## src/rtl/debounce_multi.sv

```systemverilog
// Multi-channel push-button debouncer: synchronises, filters and edge-detects each
// button independently, with an optional one-shot long-press strobe per channel.
module debounce_multi #(
    parameter int unsigned CLK_FREQ       = 50000000,
    parameter int unsigned STABLE_TIME_MS = 10,
    parameter int unsigned HOLD_TIME_MS   = 1000,
    parameter int unsigned CHANNELS       = 4,
    parameter int unsigned SYNC_STAGES    = 2
) (
    input  logic                clk,
    input  logic                reset,
    input  logic [CHANNELS-1:0] button,
    output logic [CHANNELS-1:0] result,
    output logic [CHANNELS-1:0] rise,
    output logic [CHANNELS-1:0] fall,
    output logic [CHANNELS-1:0] held
);
    localparam int unsigned STABLE_CYCLES = CLK_FREQ / 1000 * STABLE_TIME_MS;
    localparam int unsigned HOLD_CYCLES   = CLK_FREQ / 1000 * HOLD_TIME_MS;
    localparam int unsigned CNT_W         = (STABLE_CYCLES > 1) ? $clog2(STABLE_CYCLES) : 1;
    localparam int unsigned HCNT_W        = (HOLD_CYCLES > 0) ? $clog2(HOLD_CYCLES + 1) : 1;

    for (genvar i = 0; i < CHANNELS; i++) begin : g_ch
        logic [SYNC_STAGES-1:0] sync;
        logic [CNT_W-1:0]       cnt;
        logic                   level;
        logic                   rise_q;
        logic                   fall_q;
        logic                   s_c;
        logic                   flip_c;

        assign s_c    = sync[SYNC_STAGES-1];
        assign flip_c = (s_c != level) && (cnt == CNT_W'(STABLE_CYCLES - 1));

        // Synchroniser, stability filter and press/release strobes
        always_ff @(posedge clk or posedge reset) begin
            if (reset) begin
                sync   <= '0;
                cnt    <= '0;
                level  <= 1'b0;
                rise_q <= 1'b0;
                fall_q <= 1'b0;
            end else begin
                sync   <= {sync[SYNC_STAGES-2:0], button[i]};
                rise_q <= 1'b0;
                fall_q <= 1'b0;
                if (s_c == level) begin
                    cnt <= '0;
                end else if (flip_c) begin
                    level  <= s_c;
                    cnt    <= '0;
                    rise_q <= s_c;
                    fall_q <= ~s_c;
                end else begin
                    cnt <= cnt + CNT_W'(1);
                end
            end
        end

        if (HOLD_CYCLES > 0) begin : g_hold
            logic [HCNT_W-1:0] hcnt;
            logic              armed;
            logic              held_q;

            // One-shot long-press detector; re-arms only once the button is released
            always_ff @(posedge clk or posedge reset) begin
                if (reset) begin
                    hcnt   <= '0;
                    armed  <= 1'b1;
                    held_q <= 1'b0;
                end else begin
                    held_q <= 1'b0;
                    if (!level) begin
                        hcnt  <= '0;
                        armed <= 1'b1;
                    end else if (armed) begin
                        if (hcnt == HCNT_W'(HOLD_CYCLES - 1)) begin
                            hcnt   <= HCNT_W'(HOLD_CYCLES);
                            armed  <= 1'b0;
                            // a release landing on the same edge wins, keeping held and fall apart
                            held_q <= ~flip_c;
                        end else begin
                            hcnt <= hcnt + HCNT_W'(1);
                        end
                    end
                end
            end

            assign held[i] = held_q;
        end else begin : g_no_hold
            assign held[i] = 1'b0;
        end

        assign result[i] = level;
        assign rise[i]   = rise_q;
        assign fall[i]   = fall_q;
    end

endmodule

```

## config.mk

```make
export PLATFORM = sky130hd
export DESIGN_NAME = debounce_multi
export DESIGN_NICKNAME = d
export VERILOG_FILES = /design/src/rtl/debounce_multi.sv
export SDC_FILE = /design/constraint.sdc
export NUM_CORES = 1
export LEC_CHECK = 0
export ABC_CLOCK_PERIOD_IN_PS = 6300
export BUFFER_PORTS_ARGS = -buffer_cell sky130_fd_sc_hd__buf_2
export CORE_MARGIN = 3
export CORE_UTILIZATION = 55
export DETAILED_ROUTE_END_ITERATION = 7
export PLACE_DENSITY = 0.72
export SLEW_MARGIN = 10
export SYNTH_ARGS = -nofsm -noshare
export SYNTH_HDL_FRONTEND = slang
export SYNTH_SLANG_ARGS = --single-unit
```

## constraint.sdc

```tcl
create_clock -name clk -period 6.3 [get_ports clk]
set_input_delay 0 -clock clk [delete_from_list [all_inputs] [get_ports clk]]
set_output_delay 0 -clock clk [all_outputs]
set_load 0.02 [all_outputs]
```

==> metrics.md <==
| Metric | Value |
|---|---|
| Status | completed |
| Num ports | 22 |
| Port bufs | 21 |
| Sw frac | around a fifth |
| Share of layout cells above drive strength 1 | 8.43% |
| Placer Congestion | around 0.89 |
| R2R setup slack | just under 4 ns |
| HP Start | button[1] |
| Final cycle utilization of the critical path | 38.7% |
| Slowest stage delay, CP | 0.66 ns |
| CTS Root Cell | clkbuf_16 |
| Initial Utilization | 57.0% |
| Final Power | 2.85 mW |
| Critical path type | flip-flop to flip-flop |
| CP arrival | 2.83 ns |
| Diode count | 0 |
| Most frequent cell after synthesis | dfrtp_1 |
| Max Cap Viol | 0 |
| Via count | just over 8000 |
| CTS H-tree depth | 1 |
| Yosys cell types | 74 |
| DRT iter0 DRCs | 480 |
| Logic pwr share | 1.8% |
| Clk sinks | 208 |
| Area delta synth->final | 9.28% |
| Hold_ws | about 0.13 ns |
| CP max FO | 12 |
| Filler cell count in the final layout | 1609 |
| Setup crit start | g_ch[2].g_hold.hcnt[5] |
| Crit path max-delay cell type | or4b_1 |
| Crit. End Element | flip-flop |
| Vias in the first global route | 7891 |
| RSZ-0062 raised after global routing | false |
| Antenna viol nets, final | 0 |
| Final Hold Vio Count | 0 |
| Crit path required time | 6.70 ns |
| Leakage | 4.85 nW |
| Max Slew Vio Count | 0 |
| Final setup fails | 0 |
| Die area | about 0.021 mm² |
| FP Rows | 50 |
| Slew of the pin with the lowest slew margin | about 0.96 ns |
| Met1 usage | between 20% and 30% |
| Area share of the largest cell type after synthesis | 47.1% |
| Largest net degree at the start of global routing | 144 |
| Area leader, netlist | dfrtp_1 |
| Clk network pwr share | roughly half |
| Number of synthesized flops with an enable pin | 0 |
| Tmin final | 2.44 ns |
| Synth Area per Inst | 9.58 µm² |
| Met2 usage | between 30% and 40% |
| Met3 Usage GRT | 2.48% |
| P_sw | 588 µW |
| Hold_buf cts | 5 |
| Worst Hold Class | primary input to flip-flop |
| Synthesized Nets | 1146 |
| Core area | ~0.019 mm² |
| Initial antenna violation count | 0 |
| Pwr dens | 240 mW/mm² |
| Hpwl dp | 13.2 mm |
| Top_reg_cell synth | dfrtp_1 |
| Fmax | 411 MHz |
| Chip height | roughly 150 µm |
| #FFs+latches synth | 208 |
| TritonCTS Buffers | 23 |
| Clock Skew | 0.0164 ns |
| Drt wl/cell | 15.2 µm |
| WL final | 21.2 mm |
| Reg2reg start | g_ch[2].g_hold.hcnt[5] |
| Peak VDD IR | 0.177 mV |
| Post-synth ARST share | 100% |
| Cell count after synthesis | 1132 |
| Max-Slew Margin vs Limit | between 30% and 40% |
| Insertion delay to the later sink of the worst-skew pair | approximately 0.51 ns |
| GRT Overall Usage | 19.9% |
| Synth top area cells | dfrtp_1 (47%), nor2_1 (4.8%), xnor2_1 (4.8%) |
| Startpoint types | flip-flop |
| First-pass GRT wire length | 37.3 mm |
| Register area share after synthesis | 48.0% |
| Final nets | 1136 |
| Post-synth top cells | dfrtp_1 (204), nor2_1 (140), nand2_1 (80) |
| Die Span X | 146 µm |
| Drt pass-1 iters | 5 |
| Clock transition at the registers of the reported paths | 0.06 ns |
| CTS tree | yes |
| Setup Buffers After CTS | 0 |
| Cell area after synthesis | approximately 0.011 mm² |
| DRC viols | 0 |
| Fin Setup TNS | 0 ns |
| Grt ovf | 0 |
| Flop pwr share | 47.5% |
| CTS max path bufs | 3 |
| Post-CTS sizing | 0 |
| Via density | 5.82 |
| Yosys Warn Count | 0 |
| Crit-path cells | nand4_1 -> or4b_1 -> nor2_1 -> o22ai_1 -> o21a_1 |
| Busiest grt layer | met2 |
| Internal Power | 2.26 mW |
[final timing paths]
check | to | cells past startpoint
min in group asynchronous | g_ch[1].g_hold.hcnt[14] | 3
max in group asynchronous | g_ch[0].cnt[1] | 4
worst max-delay path | g_ch[2].g_hold.hcnt[5] | 5
worst max register to register | g_ch[2].g_hold.hcnt[5] | 5
worst min register to register | g_ch[2].sync[1] | 0
worst min-delay path | g_ch[1].sync[0] | 2
[final cells by class]
type                       instances  area, µm²  area share (%)
sequential                       208       5210            44.0
multi-input combinational        826       5180            43.8
clock buffer                      29        618            5.22
tap                              260        325            2.75
clock inverter                    13        201            1.70
timing repair buffer              28        170            1.44
inverter                          35        139            1.17
[logic make-up (layout without fill, tap and decap cells)]
logic type | Yosys count | in the layout | share of synthesized area [%]
AOI/OAI and AO/OA | 134 | 134 | 8.54
xor gates and xnor gates | 109 | 109 | 8.80
buffers and inverters | 98 | 105 | 4.13
DFF | 208 | 208 | 48.0
and+or+nand+nor | 565 | 565 | 28.5
muxes | 10 | 10 | 1.03
adders and majority gates | 8 | 8 | 0.923
[flip-flops by register name, summed over array words and instances (netlist names)]
name and flops:
g_ch.cnt 76, g_ch.fall_q 4, g_ch.g_hold.armed 4, g_ch.g_hold.hcnt 104, g_ch.g_hold.held_q 4, g_ch.level 4
g_ch.rise_q 4, g_ch.sync 8
[power groups by stage]
stage	logic [mW]	clock network [mW]	registers, mW
2_1_floorplan	0.0375	0	1.38
4_1_cts	0.0533	1.48	1.35
3_5_place_dp	0.0507	0	1.38
3_3_place_gp	0.0503	0	1.38
6_report	0.0504	1.44	1.35
5_1_grt	0.0601	1.53	1.35
[layer usage]
layer  vias up  share of wire (%)
li1       4024                  -
met1      3956                 49
met2       127                 46
met3        30                3.0
met4         0                2.0
met5         -                  0
[critical path: cells and delay by family (launching register included)]
kind	cells	cell delay, ns
AND/OR/NAND/NOR	3	1.54
flip-flops	1	0.40
AO/OA/AOI/OAI	2	0.39
[layout by cell type, fill, tap and decap left out, types with 6 or more instances in the layout]
cell       Yosys  final
a21oi_1       25     25
and3_1        40     40
nor2b_1        6      6
mux2_2         9      9
o21a_1         7      7
dfrtp_1      204    204
o221a_2        8      8
buf_2          7     21
nor4b_1       12     12
nand4_1       52     52
xor2_1        50     50
clkbuf_16      0     23
nand2_1       80     80
nand3_1       73     73
inv_1         34     33
nor3b_1        8      8
and2_1        23     23
nand2b_1       7      7
nor3_1        30     30
a31oi_1       10     10
a21boi_0      10     10
xnor2_1       59     59
and4_1        24     24
or3_1         13     13
o21ai_0       33     33
nor2_1       140    140
nor4_1        18     18
ha_1           8      8
or4_1         13     13
[metrics by stage]
stage                     worst slack [ns]  cell area [µm²]  util (%)  instances
after global placement                3.96            11000      57.7       1352
after global routing                  3.71            11800      62.3       1399
final                                 3.86            11800      62.3       1399
after detailed placement              3.92            11000      57.7       1352
after floorplan                      0.626            10800         -       1132
after CTS                             3.91            11800      62.3       1399
No activity file was read; power rests on OpenSTA's default activity.
